==> src/rtl/timer_countdown_core.sv <==
// Countdown timer core: holds a BCD MM:SS value and counts it down once per
// clk1hz enable pulse under load / start-stop control, flagging expiry at 00:00.
module timer_countdown_core (
    input  logic       C50,
    input  logic       rst,
    input  logic       clk1hz,
    input  logic       load,
    input  logic       start_stop,
    input  logic [3:0] set_mt,
    input  logic [3:0] set_mo,
    input  logic [3:0] set_st,
    input  logic [3:0] set_so,
    output logic [3:0] mt,
    output logic [3:0] mo,
    output logic [3:0] st,
    output logic [3:0] so,
    output logic       running,
    output logic       done,
    output logic       expired
);

    localparam logic [1:0] IDLE  = 2'd0;
    localparam logic [1:0] RUN   = 2'd1;
    localparam logic [1:0] PAUSE = 2'd2;
    localparam logic [1:0] DONE  = 2'd3;

    logic [1:0] state;
    logic [3:0] san_mt, san_mo, san_st, san_so;
    logic [3:0] dec_mt, dec_mo, dec_st, dec_so;
    logic       is_zero;
    logic       is_one;

    // Clamp presets so the digit registers can never hold a non-BCD value.
    always_comb begin
        san_mt = (set_mt > 4'd9) ? 4'd9 : set_mt;
        san_mo = (set_mo > 4'd9) ? 4'd9 : set_mo;
        san_st = (set_st > 4'd5) ? 4'd5 : set_st;
        san_so = (set_so > 4'd9) ? 4'd9 : set_so;
    end

    assign is_zero = (mt == 4'd0) && (mo == 4'd0) && (st == 4'd0) && (so == 4'd0);
    assign is_one  = (mt == 4'd0) && (mo == 4'd0) && (st == 4'd0) && (so == 4'd1);

    // One-second decrement with borrow; only used when the value is non-zero.
    always_comb begin
        dec_mt = mt;
        dec_mo = mo;
        dec_st = st;
        dec_so = so;
        if (so != 4'd0) begin
            dec_so = so - 4'd1;
        end else begin
            dec_so = 4'd9;
            if (st != 4'd0) begin
                dec_st = st - 4'd1;
            end else begin
                dec_st = 4'd5;
                if (mo != 4'd0) begin
                    dec_mo = mo - 4'd1;
                end else begin
                    dec_mo = 4'd9;
                    dec_mt = mt - 4'd1;
                end
            end
        end
    end

    always_ff @(posedge C50) begin
        expired <= 1'b0;
        if (rst) begin
            state <= IDLE;
            mt    <= 4'd0;
            mo    <= 4'd0;
            st    <= 4'd0;
            so    <= 4'd0;
        end else if (load) begin
            state <= IDLE;
            mt    <= san_mt;
            mo    <= san_mo;
            st    <= san_st;
            so    <= san_so;
        end else if (start_stop) begin
            case (state)
                IDLE:    if (!is_zero) state <= RUN;
                RUN:     state <= PAUSE;
                PAUSE:   state <= RUN;
                default: state <= IDLE;
            endcase
        end else if (clk1hz && (state == RUN) && !is_zero) begin
            mt <= dec_mt;
            mo <= dec_mo;
            st <= dec_st;
            so <= dec_so;
            if (is_one) begin
                state   <= DONE;
                expired <= 1'b1;
            end
        end
    end

    assign running = (state == RUN);
    assign done    = (state == DONE);

endmodule

==> config.mk <==
export PLATFORM = sky130hd
export DESIGN_NAME = timer_countdown_core
export DESIGN_NICKNAME = d
export VERILOG_FILES = /design/src/rtl/timer_countdown_core.sv
export SDC_FILE = /design/constraint.sdc
export NUM_CORES = 1
export LEC_CHECK = 0
export CAP_MARGIN = 5
export CORE_MARGIN = 3
export CORE_UTILIZATION = 48
export DETAILED_ROUTE_END_ITERATION = 10
export PLACE_DENSITY = 0.84
export SLEW_MARGIN = 20
export SYNTH_ARGS = -nofsm -noshare
export SYNTH_HDL_FRONTEND = slang
export SYNTH_SLANG_ARGS = --single-unit
export TNS_END_PERCENT = 20
==> constraint.sdc <==
create_clock -name C50 -period 2.68 [get_ports C50]
set_input_delay 0.804 -clock C50 [delete_from_list [all_inputs] [get_ports C50]]
set_output_delay 0.804 -clock C50 [all_outputs]
set_load 0.01 [all_outputs]
Word-level counts from Yosys, hierarchy flattened
Index checks and enable logic that the tools add are counted.
{ "classes": {"muxes": 31, "bitwise_logic": 1, "eq_ne": 9, "magnitude_cmp": 4, "n_reduce_logical": 25, "add_sub_neg": 4} }
{ "ops": {"columns": ["op", "count"], "rows": [
  ["$mux 4", 25],
  ["$logic_not 4->1", 4],
  ["$sub 4x1->4 const B", 4],
  ["$gt 4x4->1 const B", 3],
  ["$reduce_bool 4->1", 3],
  ["$mux 2", 4],
  ["$ne 2x2->1 const B", 4],
  ["$logic_and 1x1->1", 6],
  ["$pmux 2 s3", 1],
  ["$reduce_and 3->1", 2],
  ["$reduce_bool 2->1", 3],
  ["$reduce_and 5->1", 1],
  ["$eq 2x2->1 const B", 2],
  ["$eq 4x1->1 const B", 1],
  ["$gt 4x3->1 const B", 1],
  ["$reduce_and 4->1", 1],
  ["$reduce_or 4->1", 1],
  ["$ne 3x3->1 const B", 1],
  ["$eq 2x1->1 const B", 1],
  ["$logic_not 2->1", 1],
  ["$reduce_and 2->1", 1],
  ["$reduce_or 2->1", 1],
  ["$logic_not 1->1", 1],
  ["$mux 1", 1],
  ["$not 1->1", 1]
]} }
{ "word_totals": {"reg_bits": 19, "word_cells": 80} }

Depth between registers and ports, before layout
Gate-level depths: netlist of the first run.
{ "logic_depth": {"ltp_word": 9, "ltp_mapped": 6} }

Least setup slack after synthesis of the first run
No wires, ideal clock.
{ "synth_path": {"kind": "input to register", "startpoint": "in start_stop", "endpoint": "reg mt[3]", "n_path_buf": 0, "path_stages": 4, "t_arrival_ns": 1.932, "setup_ns": 0.091, "slack_ns": 0.658, "cell_sequence": "and4bb_2 -> nand2_2 -> or4_1 -> a311oi_1"} }
{ "synth_between": {"elab_chain_len": 2} }
{ "synth_lines": {"columns": ["element", "line_no", "text"], "rows": [
  ["start, declared", "8", "input logic start_stop,"],
  ["$ne 2x2->1 (no source line)", null, null],
  ["$reduce_and 5->1 (no source line)", null, null],
  ["end signal, assigned", "78", "mt <= san_mt;"],
  ["end signal, assigned", "90", "mt <= dec_mt;"],
  ["end, declared", "13", "output logic [3:0] mt,"]
]} }
Every way passes these cells.
A chain may end at the register's enable or synchronous reset.

Worst setup path in the final report of the first run
{ "layout_path": {"startpoint": "reg so[0]", "endpoint": "out so[0]"} }
{ "layout_lines": {"columns": ["element", "line_no", "text"], "rows": [
  ["start, declared", "16", "output logic [3:0] so,"],
  ["start signal, assigned", "81", "so <= san_so;"],
  ["start signal, assigned", "93", "so <= dec_so;"]
]} }
No word-level cell between the ends.

==> results.md, run 1 <==
- The class of the most critical setup path is reg -> out.
- Synthesis instantiated 44 different standard cells from the library.
- Of the total synthesized cell area, the portion taken by AND, OR, NAND and NOR gates is 32.6%.
- The worst reg2reg path startpoint is mt[0].
- Row generation in the floorplan step produced 17 rows.
- The data required time at the worst endpoint is 1.88 ns.
- The final number of max-transition violations is 0.
- Global routing used 20.6% of the available tracks.
- The worst clock skew is 0.00336 ns.
- By area, the combinational part of the netlist is dominated by simple AND/OR/NAND/NOR gates.
- On the worst path, the slowest cell contributes a delay of 0.62 ns.
- Compared with the post-synthesis result, the final layout area differs by 37.5%.
- The part of the power in registers is 50.4%.
- Cell internal power was estimated by the tool at 452 µW.
- The buffering stage count on the worst path with inverters included is 1.
- The clock tree from TritonCTS is built.
- The start point of the critical path is so[0].
- The initial antenna violation count came to 0.
- The CTS buffer count is 3.
- Counting every instance in the synthesized netlist gives 136.
- The register bit count reported by yosys is 19.
- The post-synthesis cell area is 1190 µm².
- Detailed placement ended at an HPWL of 2360 µm.
- The diode insertion count for antenna repair is 0.
- Of the total synthesized cell area, the portion taken by full adders, half adders and majority gates is 2.10%.
- The part of the power in the clock network is 23.4%.
- The cell type with the highest aggregate area in the netlist is sky130_fd_sc_hd__dfxtp_1.
- The share of flip-flops with an asynchronous set or reset is 0%.
- The launching element type of the critical path is a flop.
- The number of detailed-routing iterations run before antenna repair is 4.
- STA classifies the critical path endpoint as an output port.
- Among all cell types in the netlist, the one instantiated most often is sky130_fd_sc_hd__dfxtp_1.
- The worst hold path passes through 2 cells.
- Traced cell by cell, the critical path runs through clkdlybuf4s50_1.
- After floorplanning, the core was sized to cover 2280 µm².
- The share of the Yosys chip area taken by registers is 32.0%.
- The final critical path takes up 86.7% of the cycle.
- The tightest hold margin is 0.555 ns.
- In the routed design, unresolved DRC markers number 0.
- The post-route setup TNS is 0 ns.
- After clock tree synthesis, the clock-pin slew on the worst setup and hold paths is 0.11 ns.
- Once the clock tree was built, the resizer swapped 0 gates to a different size.
- The number of cells on the critical path is 1.
- The average vias per placed instance is 6.02.
- The number of nets in the synthesized netlist is 159.
- The tree is rooted in a sky130_fd_sc_hd__clkbuf_4.
- The commonest cells after synthesis are sky130_fd_sc_hd__dfxtp_1 (19), sky130_fd_sc_hd__nor2_1 (13), sky130_fd_sc_hd__a21oi_1 (7), sky130_fd_sc_hd__inv_1 (7), sky130_fd_sc_hd__o21ai_0 (7).
- Measured against its own limit, the worst slew margin works out to 65.7%.
- The number of top-level design ports is 40.
- The slew at the pin with the worst max-slew slack is 0.513 ns.
- The iteration-0 DRC count of the detailed router is 16.
- Cells with a size suffix above 1 make up 11.2% of the layout.
- The final-report setup violation count is 0.
- The completed layout was analyzed and its total power is 648 µW.
- Setup repair after global routing left no endpoint under its margin.
- The fraction of synthesized cell area taken by the top area cell type is 32.0%.
- For this run, the leading register cell type out of synthesis is sky130_fd_sc_hd__dfxtp_1.
- For this design the ratio of total power to cell area is 396 nW/µm².
- The setup check on the worst reg-to-reg path leaves a slack of 0.65 ns.
- The minimum period implied by the final worst setup slack is 2.32 ns.
- The multi-input combinational cell area is 726 µm².
- The core occupancy in the finished layout is 71.9%.
- The worst hold path terminates at mt[3].
- The overall via count from detail_route is 1247.
- The run finished with clean final reports.
- The share of synthesized area spent on multiplexers is 2.52%.
- The synthesized design contains 0 enable-type register cells.
- The clock latency of the later-clocked register in the worst-skew pair is 0.30 ns.
- Once the clock tree was built, the setup fixing pass inserted 0 buffers.
- The library cell contributing the largest single delay on the critical path is sky130_fd_sc_hd__clkdlybuf4s50_1.
- The maximum number of pins on one net before global-route repair is 18.
- The count of max-cap constraint violations is 0.
- The number of cells on the worst reg-to-reg path is 6.
- Counting the fill cells in the layout gives 168.
- The aggregate routed wire length is 3070 µm.
- The leakage power figure is 0.583 nW.
- The number of H-tree branching levels is 1.
- The initial utilization of the core area, before any placement, comes to 52.3%.
- The die is 55.8 µm wide.
- Net switching is 30.2% of the power.
- The total of warnings raised by yosys is 0.
- The clock passes through at most 2 buffers.
- The maximum clock frequency is 431 MHz.
- The xor and xnor fraction of the mapped netlist area is 0.736%.
- The number of global-route vias before repair is 1242.
- The total global routing overflow is 0.
- The reg-to-reg endpoint is mt[3].
- The net count of the finished layout is 203.
- The height of the die is 55.8 µm.
- After synthesis, the mean cell area works out to 8.75 µm².
- Across the VDD grid, the largest voltage drop is 0.305 mV.
- The total net switching power is 196 µW.
- After detailed routing, the average wire length per cell comes to 14.8 µm.
- Combinational logic is responsible for 26.2% of the overall power.
- The gate family responsible for the most delay along the worst path is buffers and inverters.
- The post-synthesis compound-gate area fraction is 23.0%.
- Across the whole layout, storage elements account for 380 µm².
- The area of the die is 3110 µm².
- The arrival time of data at the critical path endpoint is 1.52 ns.
- The port buffer count is 39.
- Yosys attributes the largest share of cell area to sky130_fd_sc_hd__dfxtp_1 (32%), sky130_fd_sc_hd__nor4_4 (5.4%), sky130_fd_sc_hd__nor2_1 (4.1%).
- The final-report hold violation count is 0.
- The wire length of the first global-routing pass is 5350 µm.
- The startpoint of the tightest hold check path is mt[3].
- Buffers inserted to repair hold after CTS numbered 0.
- The maximum fanout count along the critical path is 11.
- The total clock sinks is 19.
- The worst hold path belongs to the class reg -> reg.
- The final antenna-violating net count is 0.
- The congestion estimate from routability-driven global placement came to 0.804.
-- flip-flops by register name, indices dropped and copies added (netlist names) --
register and flops:
expired 1, mt 4, state 2, st 4, mo 4, so 4
-- cell families (layout without fill, tap and decap cells) --
logic type / Yosys count / in the layout
simple gates: 58 / 58
fa+ha+maj: 2 / 2
flops: 19 / 19
compound gates: 39 / 39
xor+xnor: 1 / 1
mux: 3 / 3
buf+inv: 14 / 57
-- worst min-delay path: cells and delay by family (launching register included) --
kind            cells  cell delay (ns)
flops               1             0.36
compound gates      2             0.16
-- power by group through the flow --
stage,clock network [mW],logic (mW),registers (mW)
6_report,0.151,0.170,0.327
5_1_grt,0.164,0.184,0.331
3_5_place_dp,0,0.169,0.333
3_3_place_gp,0,0.164,0.331
2_1_floorplan,0,0.0866,0.332
4_1_cts,0.151,0.170,0.326
-- layout by cell type, fill, tap and decap left out, types with 2 or more instances in the layout --
cell,synthesis,routed
sky130_fd_sc_hd__a211oi_1,5,5
sky130_fd_sc_hd__clkbuf_4,0,3
sky130_fd_sc_hd__nor4_4,3,3
sky130_fd_sc_hd__o31a_1,3,3
sky130_fd_sc_hd__or4_1,5,5
sky130_fd_sc_hd__buf_4,1,7
sky130_fd_sc_hd__nor3_1,5,5
sky130_fd_sc_hd__a21oi_1,7,7
sky130_fd_sc_hd__o311ai_0,2,2
sky130_fd_sc_hd__nand3_1,4,4
sky130_fd_sc_hd__o41ai_1,2,2
sky130_fd_sc_hd__nand2_1,4,4
sky130_fd_sc_hd__a311oi_1,5,5
sky130_fd_sc_hd__inv_1,7,7
sky130_fd_sc_hd__mux2i_1,3,3
sky130_fd_sc_hd__nor2_1,13,13
sky130_fd_sc_hd__nand2b_1,2,2
sky130_fd_sc_hd__o21ai_0,7,7
sky130_fd_sc_hd__dfxtp_1,19,19
sky130_fd_sc_hd__or3_1,4,4
sky130_fd_sc_hd__clkdlybuf4s50_1,0,39
sky130_fd_sc_hd__a221oi_1,2,2
sky130_fd_sc_hd__or3_2,2,2
sky130_fd_sc_hd__o31ai_1,3,3
sky130_fd_sc_hd__ha_1,2,2
sky130_fd_sc_hd__nand4_1,2,2
sky130_fd_sc_hd__o21a_1,2,2
-- cell type report --
class	instances	area share (%)
repair buffers	46	27.1
clock buffers	4	1.61
flip-flops and latches	19	23.2
inverters	7	1.61
well taps	28	2.14
multi-input cells	103	44.3
-- through the flow --
| stage | setup WS (ns) | cell area, µm² | cells |
|---|---|---|---|
| 4_1_cts | 0.359 | 1640 | 207 |
| 3_5_place_dp | 0.0500 | 1610 | 203 |
| 6_report | 0.357 | 1640 | 207 |
| 3_3_place_gp | 0.159 | 1610 | 203 |
| 5_1_grt | 0.260 | 1640 | 207 |
| 2_1_floorplan | 0.658 | 1190 | 136 |
-- worst max path at each step --
stage	end	slack (ns)
6_report	so[0]	0.36
5_1_grt	so[0]	0.26
4_1_cts	so[0]	0.36
3_5_place_dp	st[2]	0.05
3_3_place_gp	mt[3]	0.16
2_1_floorplan	mt[3]	0.66
-- per-layer routing --
layer | vias to the layer above | global-route usage (%) | part of all wire (%)
li1 | 616 | - | -
met1 | 591 | 25.4 | 44
met2 | 35 | 37.2 | 51
met3 | 5 | 3.02 | 4.3
met4 | 0 | 5.21 | 0.91
met5 | - | 0 | 0
Power figures use the tool's default switching activity.
==> run 2, diff against run 1 <==
Settings changed: RECOVER_POWER set to 50.
==> run 2 against run 1 <==
Sequential share of layout area increased by 0.11 points. Non-clock buffer count unchanged. Setup slack got worse by 0.12 ns. Worst hold slack hardly changed. Critical path type is now in -> reg. Largest power group unchanged. Highest routed layer unchanged.
==> results.md, run 2 (synthesized netlist as in run 1, its figures left out) <==
- The total global routing overflow came to 0 (unchanged).
- The starting utilization of the core area is 52.3% (unchanged).
- The maximum number of pins on one net before global-route repair is 18 (unchanged).
- The maximum buffer depth of the clock tree was 2 (unchanged).
- The power density over cell area was 395 nW/µm² (-0.25%).
- The worst setup path is captured at a flop.
- The height of the die is 55.8 µm (unchanged).
- The final number of max-transition violations is 0 (unchanged).
- The number of placement rows is 17 (unchanged).
- The total chip power is 643 µW (-0.71%).
- The fraction of the cycle the final worst path needs is 91.2% (+4.5 points).
- The number of nets in the layout is 203 (unchanged).
- The average vias per placed instance is 6.08 (+0.88%).
- The slew at the pin with the worst max-slew slack is 0.513 ns (+0.000268 ns).
- The class of the most critical setup path is in -> reg.
- The final antenna-violating net count is 0 (unchanged).
- The total clock sinks is 19 (unchanged).
- The overall via count from detail_route is 1258 (+0.88%).
- The placeable core region is 2280 µm² (unchanged).
- The minimum period implied by the final worst setup slack was 2.44 ns (+0.122 ns).
- The final weighted congestion of routability-driven global placement is 0.804 (unchanged).
- The all-layer global routing usage is 20.6% (unchanged).
- Setup repair after global routing left no endpoint under its margin.
- The detailed placement HPWL is 2360 µm (unchanged).
- The wire length of the first global-routing pass came to 5350 µm (unchanged).
- The maximum fanout count along the critical path is 11 (unchanged).
- TritonCTS built the clock tree.
- The ratio of cells with drive above 1 in the final layout is 10.1% (-1.1 points).
- The arrival time of data at the critical path endpoint came to 2.65 ns (+1.13 ns).
- The clock transition at the registers of the reported paths is 0.11 ns (about the same).
- The data required time at the worst endpoint was 2.89 ns (+1.01 ns).
- The register-to-register path setup slack is 0.65 ns (about the same).
- The iteration-0 DRC count of the detailed router is 13 (-3).
- The number of hold-repair buffers added at the cts stage is 0 (unchanged).
- The area of the die came to 3110 µm² (unchanged).
- The clock latency of the later-clocked register in the worst-skew pair is 0.30 ns (about the same).
- The worst hold path belongs to the class reg -> reg.
- The wire length per cell after detailed routing was 14.8 µm (-0.29%).
- The post-CTS setup buffer count was 0 (unchanged).
- The aggregate routed wire length is 3060 µm (-0.29%).
- The CTS buffer count is 3 (unchanged).
- The width of the chip is 55.8 µm (unchanged).
- The number of global-route vias before repair is 1242 (unchanged).
- Leaving out fill and tap cells, the most frequent cell in the layout is sky130_fd_sc_hd__clkdlybuf4s50_1.
- The count of max-cap constraint violations was 0 (unchanged).
- The post-route setup TNS is 0 ns (unchanged).
- The diode insertion count for antenna repair is 0 (unchanged).
- The largest vdd supply drop is 0.304 mV (-0.12%).
- The port buffer count was 39 (unchanged).
- The initial antenna violation count is 0 (unchanged).
- The number of H-tree branching levels is 1 (unchanged).
- The post-CTS resize count is 0 (unchanged).
- The final-report hold violation count came to 0 (unchanged).
- The library cell used as clock root buffer is sky130_fd_sc_hd__clkbuf_4.
- The tightest hold margin is 0.554 ns (-0.000490 ns).
- The run finished with clean final reports.
- The final-report setup violation count is 0 (unchanged).
- The maximum clock frequency is 409 MHz (-5.0%).
- The worst clock skew is 0.00309 ns (-0.000269 ns).
- Leaving out fill and tap cells, the most frequent cells in the layout are sky130_fd_sc_hd__clkdlybuf4s50_1 (29), sky130_fd_sc_hd__dfxtp_1 (19), sky130_fd_sc_hd__nor2_1 (13).
- The area growth from synthesis to layout is 36.9%.
- The number of detailed-routing iterations run before antenna repair was 4 (unchanged).
- The core occupancy in the finished layout is 71.6% (-0.33 points).
- The worst max-slew margin expressed relative to the limit is 65.7% (about the same).
- The number of top-level design ports is 40 (unchanged).
- The launching element type of the critical path is an input pin.
- The number of filler instances in the final layout came to 172 (+2.4%).
- The residual DRC count is 0 (unchanged).
- The leakage power figure came to 0.597 nW (+2.3%).
[run 2: area by class of cell]
class                      count  area [µm²]  share of cell area (%)
inverter                       7        26.3                    1.61
multi-input combinational    103         726                    44.5
timing repair buffer          46         435                    26.7
sequential                    19         380                    23.3
clock buffer                   4        26.3                    1.61
tap                           28        35.0                    2.15
[run 2: layer usage]
layer,GRT usage (%),vias to the layer above,share of wire (%)
met4,5.21,0,0.88
li1,-,618,-
met2,37.2,37,51
met5,0,-,0
met3,3.02,5,4.5
met1,25.4,598,44
[run 2: worst paths after layout]
check,from,to,cells after the start
max,start_stop,mt[3],5
min,st[3],st[3],1
max reg2reg,mt[0],mt[3],6
min reg2reg,st[3],st[3],1
[run 2: power by group]
group          switching, mW  internal [mW]
Combinational         0.0739         0.0925
Sequential            0.0284          0.298
Clock                 0.0923         0.0580
[run 2: through the flow]
stage	instances	worst slack, ns	cell area, µm²
after floorplan	136	0.658	1190
after global placement	203	0.159	1610
after detailed placement	203	0.0500	1610
after CTS	207	0.359	1640
after global routing	207	0.164	1630
final	207	0.235	1630
[run 2: critical path, stage by stage]
cell	delay, ns
sky130_fd_sc_hd__dlygate4sd3_1	0.57
sky130_fd_sc_hd__and4bb_2	0.32
sky130_fd_sc_hd__nand2_2	0.13
sky130_fd_sc_hd__or4_1	0.54
sky130_fd_sc_hd__a311oi_1	0.29
